===== config.mk =====
export PLATFORM = sky130hd
export DESIGN_NAME = lsu_mem_ctrl
export DESIGN_NICKNAME = d
export VERILOG_FILES = /design/src/rtl/lsu_mem_ctrl.sv
export SDC_FILE = /design/constraint.sdc
export NUM_CORES = 1
export LEC_CHECK = 0
export CORE_MARGIN = 2
export CORE_UTILIZATION = 38
export CTS_BUF_LIST = sky130_fd_sc_hd__clkbuf_4 sky130_fd_sc_hd__clkbuf_8
export CTS_CLUSTER_DIAMETER = 50
export DETAILED_ROUTE_END_ITERATION = 6
export PLACE_DENSITY = 0.88
export SYNTH_ARGS = -nofsm -noshare
export SYNTH_HDL_FRONTEND = slang
export SYNTH_SLANG_ARGS = --single-unit
export TNS_END_PERCENT = 1

===== constraint.sdc =====
create_clock -name CLK -period 7 [get_ports CLK]
set_clock_uncertainty 0.15 [all_clocks]
set_input_delay 1.4 -clock CLK [delete_from_list [all_inputs] [get_ports CLK]]
set_output_delay 1.4 -clock CLK [all_outputs]
set_load 0.01 [all_outputs]

===== src/rtl/lsu_mem_ctrl.sv =====
// Load/store front end for a 2^MEM_AW x 32 synchronous-read data memory macro.
// Build option: define LSU_MISALIGN_TRAP_EN to reject misaligned half/word accesses.
module lsu_mem_ctrl #(
    parameter int          MEM_AW   = 10,
    parameter logic [31:0] MEM_BASE = 32'h0000_0000
) (
    input  logic              CLK,
    input  logic              RST,
    input  logic              req_valid,
    output logic              req_ready,
    input  logic              req_we,
    input  logic [1:0]        req_size,
    input  logic              req_unsigned,
    input  logic [31:0]       req_addr,
    input  logic [31:0]       req_wdata,
    output logic              rsp_valid,
    input  logic              rsp_ready,
    output logic [31:0]       rsp_rdata,
    output logic              rsp_err,
    output logic              mem_cen,
    output logic              mem_wen,
    output logic [31:0]       mem_bwen,
    output logic [MEM_AW-1:0] mem_a,
    output logic [31:0]       mem_d,
    input  logic [31:0]       mem_q
);

    typedef enum logic [1:0] {IDLE = 2'd0, RD_WAIT = 2'd1, RSP = 2'd2} state_t;

    state_t      state;
    logic [1:0]  lat_lo;
    logic [1:0]  lat_size;
    logic        lat_uns;
    logic        accept;
    logic        range_err;
    logic        size_err;
    logic        req_err;
    logic [1:0]  eff_lo;
    logic [31:0] shifted;
    logic [31:0] load_data;

    assign req_ready = (state == IDLE) && !RST;
    assign accept    = req_valid && req_ready;
    assign range_err = req_addr[31:MEM_AW+2] != MEM_BASE[31:MEM_AW+2];
    assign size_err  = req_size == 2'b11;

`ifdef LSU_MISALIGN_TRAP_EN
    logic misalign;
    assign misalign = (req_size == 2'b01 && req_addr[0]) ||
                      (req_size == 2'b10 && req_addr[1:0] != 2'b00);
    assign req_err  = range_err || size_err || misalign;
`else
    assign req_err  = range_err || size_err;
`endif

    // Low address bits with the size's alignment forced; harmless when misalignment traps.
    always_comb begin
        case (req_size)
            2'b01:   eff_lo = {req_addr[1], 1'b0};
            2'b10:   eff_lo = 2'b00;
            default: eff_lo = req_addr[1:0];
        endcase
    end

    always_comb begin
        // NOTE: every output gets a default first so no path leaves one unassigned (no latch).
        mem_cen  = 1'b0;
        mem_wen  = 1'b1;
        mem_bwen = '0;
        mem_a    = '0;
        mem_d    = '0;
        if (accept && !req_err) begin
            mem_cen = 1'b1;
            mem_wen = !req_we;
            mem_a   = req_addr[MEM_AW+1:2];
            if (req_we) begin
                case (req_size)
                    2'b00: begin
                        mem_d    = {4{req_wdata[7:0]}};
                        mem_bwen = 32'h0000_00FF << {eff_lo, 3'b000};
                    end
                    2'b01: begin
                        mem_d    = {2{req_wdata[15:0]}};
                        mem_bwen = 32'h0000_FFFF << {eff_lo[1], 4'b0000};
                    end
                    default: begin
                        mem_d    = req_wdata;
                        mem_bwen = 32'hFFFF_FFFF;
                    end
                endcase
            end
        end
    end

    // Latched low bits are already size-aligned, so one byte-granular shift serves all sizes.
    always_comb begin
        shifted = mem_q >> {lat_lo, 3'b000};
        case (lat_size)
            2'b00:   load_data = lat_uns ? {24'b0, shifted[7:0]}  : {{24{shifted[7]}}, shifted[7:0]};
            2'b01:   load_data = lat_uns ? {16'b0, shifted[15:0]} : {{16{shifted[15]}}, shifted[15:0]};
            default: load_data = shifted;
        endcase
    end

    always_ff @(posedge CLK) begin
        // NOTE: sequential state uses non-blocking assignments; the reset clears all of it.
        if (RST) begin
            state     <= IDLE;
            rsp_valid <= 1'b0;
            rsp_rdata <= '0;
            rsp_err   <= 1'b0;
            lat_lo    <= '0;
            lat_size  <= '0;
            lat_uns   <= 1'b0;
        end else begin
            case (state)
                IDLE: begin
                    if (accept) begin
                        lat_lo   <= eff_lo;
                        lat_size <= req_size;
                        lat_uns  <= req_unsigned;
                        if (req_err || req_we) begin
                            state     <= RSP;
                            rsp_valid <= 1'b1;
                            rsp_rdata <= '0;
                            rsp_err   <= req_err;
                        end else begin
                            state <= RD_WAIT;
                        end
                    end
                end
                RD_WAIT: begin
                    state     <= RSP;
                    rsp_valid <= 1'b1;
                    rsp_rdata <= load_data;
                    rsp_err   <= 1'b0;
                end
                RSP: begin
                    if (rsp_ready) begin
                        state     <= IDLE;
                        rsp_valid <= 1'b0;
                    end
                end
                default: state <= IDLE;
            endcase
        end
    end

endmodule

# After elaboration in Yosys (flattened, before gate mapping)
# Index checks and enable logic that the tools add are counted.
# totals
in_bits	104
wordCells	64
register_bits	41
out_inout_bits	111
# classes
n_eq_ne	9
n_reduce_logical	18
muxes	27
shifts	3
# ops
operator	n
$mux 32	8
$pmux 32 s2	4
$shl 16x5->32 const A	1
$shl 8x5->32 const A	1
$shr 32x5->32	1
$reduce_bool 20->1	1
$mux 10	1
$mux 1	7
$eq 2x1->1 const B	3
$eq 2x2->1 const B	3
$logic_not 2->1	3
$mux 2	3
$pmux 2 s3	1
$ne 2x2->1 const B	2
$pmux 2 s2	1
$reduce_and 2->1	2
$reduce_and 4->1	1
$logic_and 1x1->1	3
$logic_not 1->1	3
$pmux 1 s3	1
$reduce_and 3->1	1
$reduce_bool 3->1	1
$logic_or 1x1->1	2
$ne 2x1->1 const B	1
2 further kinds	2

# Depth between registers and ports, before layout
# depth
ltp_word	6
mapped_depth	8
mapped_depth_nobuf	6

# Worst setup path before layout
# Ideal clock, no wire load.
# synth_timing
path_type	in2out
from	in req_size[0]
to	out mem_bwen[10]
stages	7
required_ns	5.450
path_buffers	2
setup_slack_ns	2.230
t_arrival_ns	3.220
cell_sequence	ha_1 -> nor3_1 -> nand3_1 -> or4_4 -> buf_6 -> a21oi_1 -> buf_4
# synth_via
elab_chain_cells	6
word_cells_on_any_way	13
classes_between	eq/ne: 3; shift: 2; mux: 4; reduce/logical: 4
# synth_lines
item	line	text
start, declared	12	input logic [1:0] req_size,
$eq 2x2->1 or $eq 2x1->1 (tied branches)	58, 77	
$pmux 2 s2	58	case (req_size)
$shl 16x5->32 or $shl 8x5->32 (tied branches)	84, 80	
$pmux 32 s2	77	case (req_size)
$mux 32	76	if (req_we) begin
$mux 32 (*)	72	if (accept && !req_err) begin
end, declared	22	output logic [31:0] mem_bwen,
# Every way passes the cells marked *; elsewhere a longest branch is shown, timed or not.

# Worst setup path after layout
# layout_timing
from	in req_size[0]
to	out mem_bwen[15]
# Same word-level chain as after synthesis.

==> impl_metrics.json <==
{
  "hold_path_depth": 2,
  "top_level_ports": 215,
  "hold_path_startpoint": "rsp_rdata[24]",
  "drt_pre_antenna_iters": 4,
  "cts_hold_buf": 0,
  "yosys_warnings": 0,
  "p_per_area_mw_per_mm2": 106,
  "period_share_pct": 85.7,
  "cellLeakagePower_nw": 1.71,
  "tritoncts.num_buffers": 5,
  "vias": 3464,
  "grt_remaining_overflow": 0,
  "synth_top_family_by_area": "compound AO/OA/AOI/OAI gates",
  "cts_resized": 0,
  "sequentialPowerShare_pct": 45.7,
  "cts-htree-levels": 2,
  "finalSetupViolations": 0,
  "die_height_um": 91.6,
  "rr_startpoint": "lat_lo[1]",
  "floorplan.rows": 31,
  "route.detailed.vias_per_inst": 5.38,
  "post-dp-hpwl_mm": 9.35,
  "synth.yosys.seq_area_share_pct": 28.2,
  "num-fill-cells": 555,
  "multiInputGateArea_mm2": 0.00173,
  "run_status": "finished clean",
  "netSwitchingFraction_pct": 28.0,
  "area_growth_pct": 70.0,
  "timing_max_transition_violations_final": 0,
  "finalWorstSetupSlack_ps": 999,
  "power.net_switching_mw": 0.148,
  "min_path_type": "flop to flop",
  "critical_path.startpoint": "req_size[0]",
  "timing.reg2reg.worst_path_depth": 4,
  "avgSynthCellArea_um2": 7.77,
  "cts_num_sinks": 41,
  "drc": 0,
  "power_report.internal_total_mw": 0.379,
  "layout-drive-gt1-share_pct": 6.24,
  "maxCapViolations": 0,
  "hold_viol_final": 0,
  "critical_path.max_fanout": 29,
  "slew_headroom_pct": 33.8,
  "crit_arrival_ps": 4450,
  "final.min_clock_period_ps": 6000,
  "postRouteAntennaNets": 0,
  "globalplace.congestion": 0.999,
  "grt_pass1_wl_mm": 17.4,
  "post_cts_buffers": 0,
  "detailedPlace.worstSlack_ps": 991,
  "power_frac_comb_pct": 25.8,
  "sequential_cell_area_um2": 821,
  "synth_xor_xnor_area_share_pct": 0,
  "cts_tree": "built",
  "worstSetupStartpointType": "input port",
  "worst_slew_pin_slew_ps": 990,
  "yosys-mux-area-fraction_pct": 6.62,
  "grt_max_degree": 33,
  "layout_commonest_cell": "sky130_fd_sc_hd__clkdlybuf4s50_1",
  "post_drt_wl_per_cell_um": 18.1,
  "port_buffers": 214,
  "final_cell_mix": "sky130_fd_sc_hd__clkdlybuf4s50_1 (214), sky130_fd_sc_hd__nand2_1 (84), sky130_fd_sc_hd__dfxtp_1 (41), sky130_fd_sc_hd__a21oi_1 (22)",
  "die-area_mm2": 0.00838,
  "first_global_vias": 3196,
  "count_of_flip_flops_with_a_built_in_enable_after_synthesis": 0,
  "antenna-diode-count": 0,
  "fmax_ghz": 0.167,
  "post_synth_instance_area_mm2": 0.00291,
  "synth.net_count": 482,
  "ys_dominant_reg_cell": "sky130_fd_sc_hd__dfxtp_1",
  "total_routing_usage_gr_pct": 26.4,
  "initial_core_util_pct": 39.7,
  "grt_setup_unrepaired": "no",
  "crit_type": "input port to output pin",
  "clockBufferDepth": 2,
  "core_area_mm2": 0.00733,
  "cts_root_buf": "sky130_fd_sc_hd__clkbuf_8",
  "power_mw": 0.527,
  "synth-adder-area-share_pct": 1.29,
  "worst_ep_required_time_ps": 5450,
  "drt_wl_total_mm": 11.7,
  "tns_ps": 0,
  "synthesis.instances": 375,
  "synth.distinct_cells": 46,
  "complex_gate_fraction_of_the_synthesized_area_pct": 26.4,
  "clock_power_share_pct": 28.5,
  "finalNetCount": 651,
  "power.ir.vdd_worst_v": 0.000136,
  "latest_clock_arrival_within_the_worst_skew_pair_ps": 300,
  "asyncSetResetFlopFracSynth_pct": 0,
  "synth_simple_gate_area_share_pct": 25.1,
  "yosys_register_bits": 41,
  "antenna_found_initial": 0,
  "fp.dieW_um": 91.6,
  "critical_path.endpoint_type": "output pin",
  "clk_pin_slew_ps": 70,
  "initialDrtViolationCount": 280
}
-- metrics by stage --
stage               hold WS (ps)  instances  area (µm²)  util [%]
global placement             316        636        4860      66.4
finish                       332        644        4950      67.5
detailed placement           326        636        4860      66.4
CTS                          337        644        4950      67.5
global route                 364        644        4950      67.5
floorplan                    310        375        2910         -
-- state kept, by name (all words and copies together) (netlist names) --
name       count
rsp_rdata     32
lat_lo         2
state          2
rsp_valid      1
lat_size       2
lat_uns        1
rsp_err        1
-- layer usage --
| layer | vias up | track usage [%] | wire, µm |
|---|---|---|---|
| met3 | 29 | 5.64 | 820 |
| li1 | 1665 | - | - |
| met2 | 166 | 39.0 | 5280 |
| met1 | 1604 | 37.9 | 5250 |
| met4 | 0 | 8.59 | 308 |
| met5 | - | 0 | 0 |
-- worst paths after layout --
check                                     end  slack (ps)
worst min-delay path            rsp_rdata[24]         330
worst max-delay path             mem_bwen[15]        1000
worst min register to register  rsp_rdata[24]         330
worst max register to register  rsp_rdata[15]        4450
-- power groups by stage --
stage	Clock, mW	Combinational (mW)	Sequential [mW]
finish	0.150	0.136	0.241
global placement	0	0.132	0.246
global route	0.163	0.147	0.241
CTS	0.153	0.134	0.241
detailed placement	0	0.134	0.246
floorplan	0	0.0548	0.244
-- critical path, cell delays in order --
cell,delay [ps]
sky130_fd_sc_hd__clkdlybuf4s50_1,460
sky130_fd_sc_hd__ha_1,210
sky130_fd_sc_hd__nor3_1,220
sky130_fd_sc_hd__nand3_1,280
sky130_fd_sc_hd__or4_4,690
sky130_fd_sc_hd__a21oi_1,530
sky130_fd_sc_hd__clkdlybuf4s50_1,660
-- logic make-up after synthesis --
logic type / Yosys count
AO/OA/AOI/OAI: 103
adder cells (fa/ha/maj): 3
buffers and inverters: 61
flip-flops: 41
multiplexers: 18
AND/OR/NAND/NOR: 149
-- area by class of cell --
type / instances / share of cell area, %
Clock inverter: 3 / 0.354
Multi-Input combinational cell: 273 / 35.0
Tap cell: 99 / 2.50
Timing Repair Buffer: 217 / 43.7
Inverter: 6 / 0.455
Clock buffer: 5 / 1.39
Sequential cell: 41 / 16.6
-- synth_stat cells, types with 4 or more instances --
cell                        n  area, µm²
sky130_fd_sc_hd__a211oi_1   7       52.6
sky130_fd_sc_hd__a21oi_1   22        110
sky130_fd_sc_hd__a21oi_2   10       87.6
sky130_fd_sc_hd__a31oi_1    9       56.3
sky130_fd_sc_hd__a32o_1    16        160
sky130_fd_sc_hd__and2_1    11       68.8
sky130_fd_sc_hd__and3_1     8       50.1
sky130_fd_sc_hd__buf_1      5       18.8
sky130_fd_sc_hd__buf_2      6       30.0
sky130_fd_sc_hd__buf_4     29        218
sky130_fd_sc_hd__clkbuf_1  12       45.0
sky130_fd_sc_hd__dfxtp_1   41        821
sky130_fd_sc_hd__inv_1      6       22.5
sky130_fd_sc_hd__mux2i_1   17        170
sky130_fd_sc_hd__nand2_1   84        315
sky130_fd_sc_hd__nand2b_1   4       25.0
sky130_fd_sc_hd__nand3b_1   4       30.0
sky130_fd_sc_hd__nor2_1     7       26.3
sky130_fd_sc_hd__nor2b_1   11       68.8
sky130_fd_sc_hd__nor4_1     4       25.0
sky130_fd_sc_hd__o211ai_1  17        128
sky130_fd_sc_hd__o21ai_0    7       35.0
sky130_fd_sc_hd__o221ai_1   8       70.1
(Power assumes the default switching activity.)
==> patch, RTL diff (same settings) <==
Build with the macro `LSU_MISALIGN_TRAP_EN` defined.
--- a/src/rtl/lsu_mem_ctrl.sv
+++ b/src/rtl/lsu_mem_ctrl.sv
@@ -1,5 +1,7 @@
 // Load/store front end for a 2^MEM_AW x 32 synchronous-read data memory macro.
 // Build option: define LSU_MISALIGN_TRAP_EN to reject misaligned half/word accesses.
+`define LSU_MISALIGN_TRAP_EN
+
 module lsu_mem_ctrl #(
     parameter int          MEM_AW   = 10,
     parameter logic [31:0] MEM_BASE = 32'h0000_0000
Behaviour: not the same (Yosys sat finds a counterexample within 4 cycles, from zero or initial values and one cycle with RST high).
==> patch against the original RTL <==
  * Wire length increased by 1.1%
  * Core utilization decreased by 1.4 points
  * Critical path depth decreased by 1
  * Synthesized area increased by 4.6%
  * Non-clock buffer count increased by 3
  * Hold slack got worse by 3.8 ps
  * Final area increased by 3.7%
  * Worst setup slack got worse by 530 ps
  * Via count increased by 3.3%
  * Total power increased by 9.9%
  * Sequential cell count unchanged
  * Critical endpoint unchanged
==> patch: results <==
group,metric,value,unit
layout,drive_gt1_share,7.00,%
place,port_buffers,214,
synth,postSynth.asyncResetShare,0,%
synth,synth_fa_ha_area_share,1.64,%
worst_setup_path,cp-startpoint,"RST",
global_route,antenna_found_initial,0,
min_path,holdCritPathClass,"reg2reg",
layout,antenna_cells,0,
place,hpwl,9290,um
clocking,cts_buffers,5,
synth,synth_compound_area_share,27.5,%
detailed_routing,wl_per_cell,17.9,um
run_status,status,"finished clean",
synth,ys_warn_count,0,
clocking,post-cts-setup-buffer-count,0,
synth,seq_area_frac_synth,26.9,%
clocking,post_cts_resized,0,
clocking,clock_path_buffers,2,
global_route,grt_pass1_wl,18100,um
worst_setup_path,cp_max_fo,19,
clocking,path_clk_slew,70,ps
clocking,htreeDepth,2,
clocking,cts_root_buf,"clkbuf_8",
global_route,grt_max_degree,34,
power,power.leakage,1.88,nW
detailed_routing,dr.first_iter.drc_count,132,
detailed_routing,drt-pass1-iter-count,4,
synth,synth_cell_type_count,48,
synth,synth.top_cells.by_count,"nand2_1 (86), dfxtp_1 (41), a21oi_1 (40), buf_4 (28), clkbuf_1 (20)",
power,peakVddDrop,0.0000887,V
clocking,clk_latency,300,ps
worst_setup_path,critical_path_arrival,4980,ps
worst_setup_path,r2r_start,"state[0]",
layout,nets,664,
global_route,grt.total_usage,25.9,%
layout,regMostFlops,"rsp_rdata",
synth,muxShareOfSynthArea,6.98,%
synth,synth_xor_area_share,0,%
detailed_routing,vias,3578,
global_route,grt_pass1_vias,3737,
synth,syn_nets,495,
place,routabilityCongestion,0.803,
layout,nFillCells,621,
synth,synth_area_leaders,"dfxtp_1 (27%), nand2_1 (11%), buf_4 (6.9%), a21oi_1 (6.6%), mux2i_1 (6.2%)",
sta,worst_pin_slew,738,ps
layout,largest_reg_flops,32,
min_path,hp-start,"rsp_rdata[13]",
## patch: cell types whose count changed in the layout (fill, tap and decap cells not counted), moves of 4 or more
cell	delta
o211ai_1	-17
and2_1	-10
a21oi_2	-9
nor2_1	-4
o22ai_1	+8
o211ai_2	+8
a21oi_1	+17
o2bb2ai_1	+7
and3_1	+10
a32o_1	-8
## patch: layout make-up
type,instances,area [um2],area share (%)
clock buffers,5,68.8,1.34
repair buffers,220,2190,42.6
multi-input cells,283,1870,36.3
inverters,5,18.8,0.365
clock inverters,3,46.3,0.902
flip-flops and latches,41,821,16.0
well taps,102,128,2.49
## patch: path summary, 6_finish.rpt
check / slack [ps] / to / cells past startpoint
setup / recovery: 470 / mem_bwen[15] / 6
hold / removal: 330 / rsp_rdata[13] / 2
setup reg to reg: 4470 / rsp_err / 4
hold reg to reg: 330 / rsp_rdata[13] / 2
## patch: logic make-up after synthesis
group | count (synthesis)
simple gates | 149
flops | 41
compound gates | 110
fa+ha+maj | 4
buf+inv | 63
mux | 20
## patch: where the power goes
group	internal, mW	total (mW)	switching, mW
registers	0.236	0.240	0.00382
clock network	0.107	0.192	0.0856
logic	0.0795	0.147	0.0675
total	0.422	0.579	0.157
## patch: stage by stage
step / util, % / std cells / setup slack, ps / power (mW) / instance area (um2)
2_1_floorplan: - / 387 / 2260 / 0.305 / 3050
3_3_place_gp: 64.6 / 651 / 688 / 0.388 / 5020
3_5_place_dp: 64.6 / 651 / 551 / 0.391 / 5020
4_1_cts: 66.1 / 659 / 518 / 0.580 / 5130
5_1_grt: 66.1 / 659 / 143 / 0.601 / 5130
6_report: 66.1 / 659 / 473 / 0.579 / 5130
## patch: worst max-delay path, cell delays in order
cell	delay [ps]
clkdlybuf4s50_1	650
nor4b_4	540
and4b_1	460
nand3_1	580
a21oi_1	680
clkdlybuf4s50_1	650
## patch: layer usage
metal	track usage, %	vias up	share of wire [%]
met2	49.9	160	52
met3	7.01	26	9.1
li1	-	1709	-
met4	9.06	0	2.6
met1	26.5	1683	36
met5	0	-	0
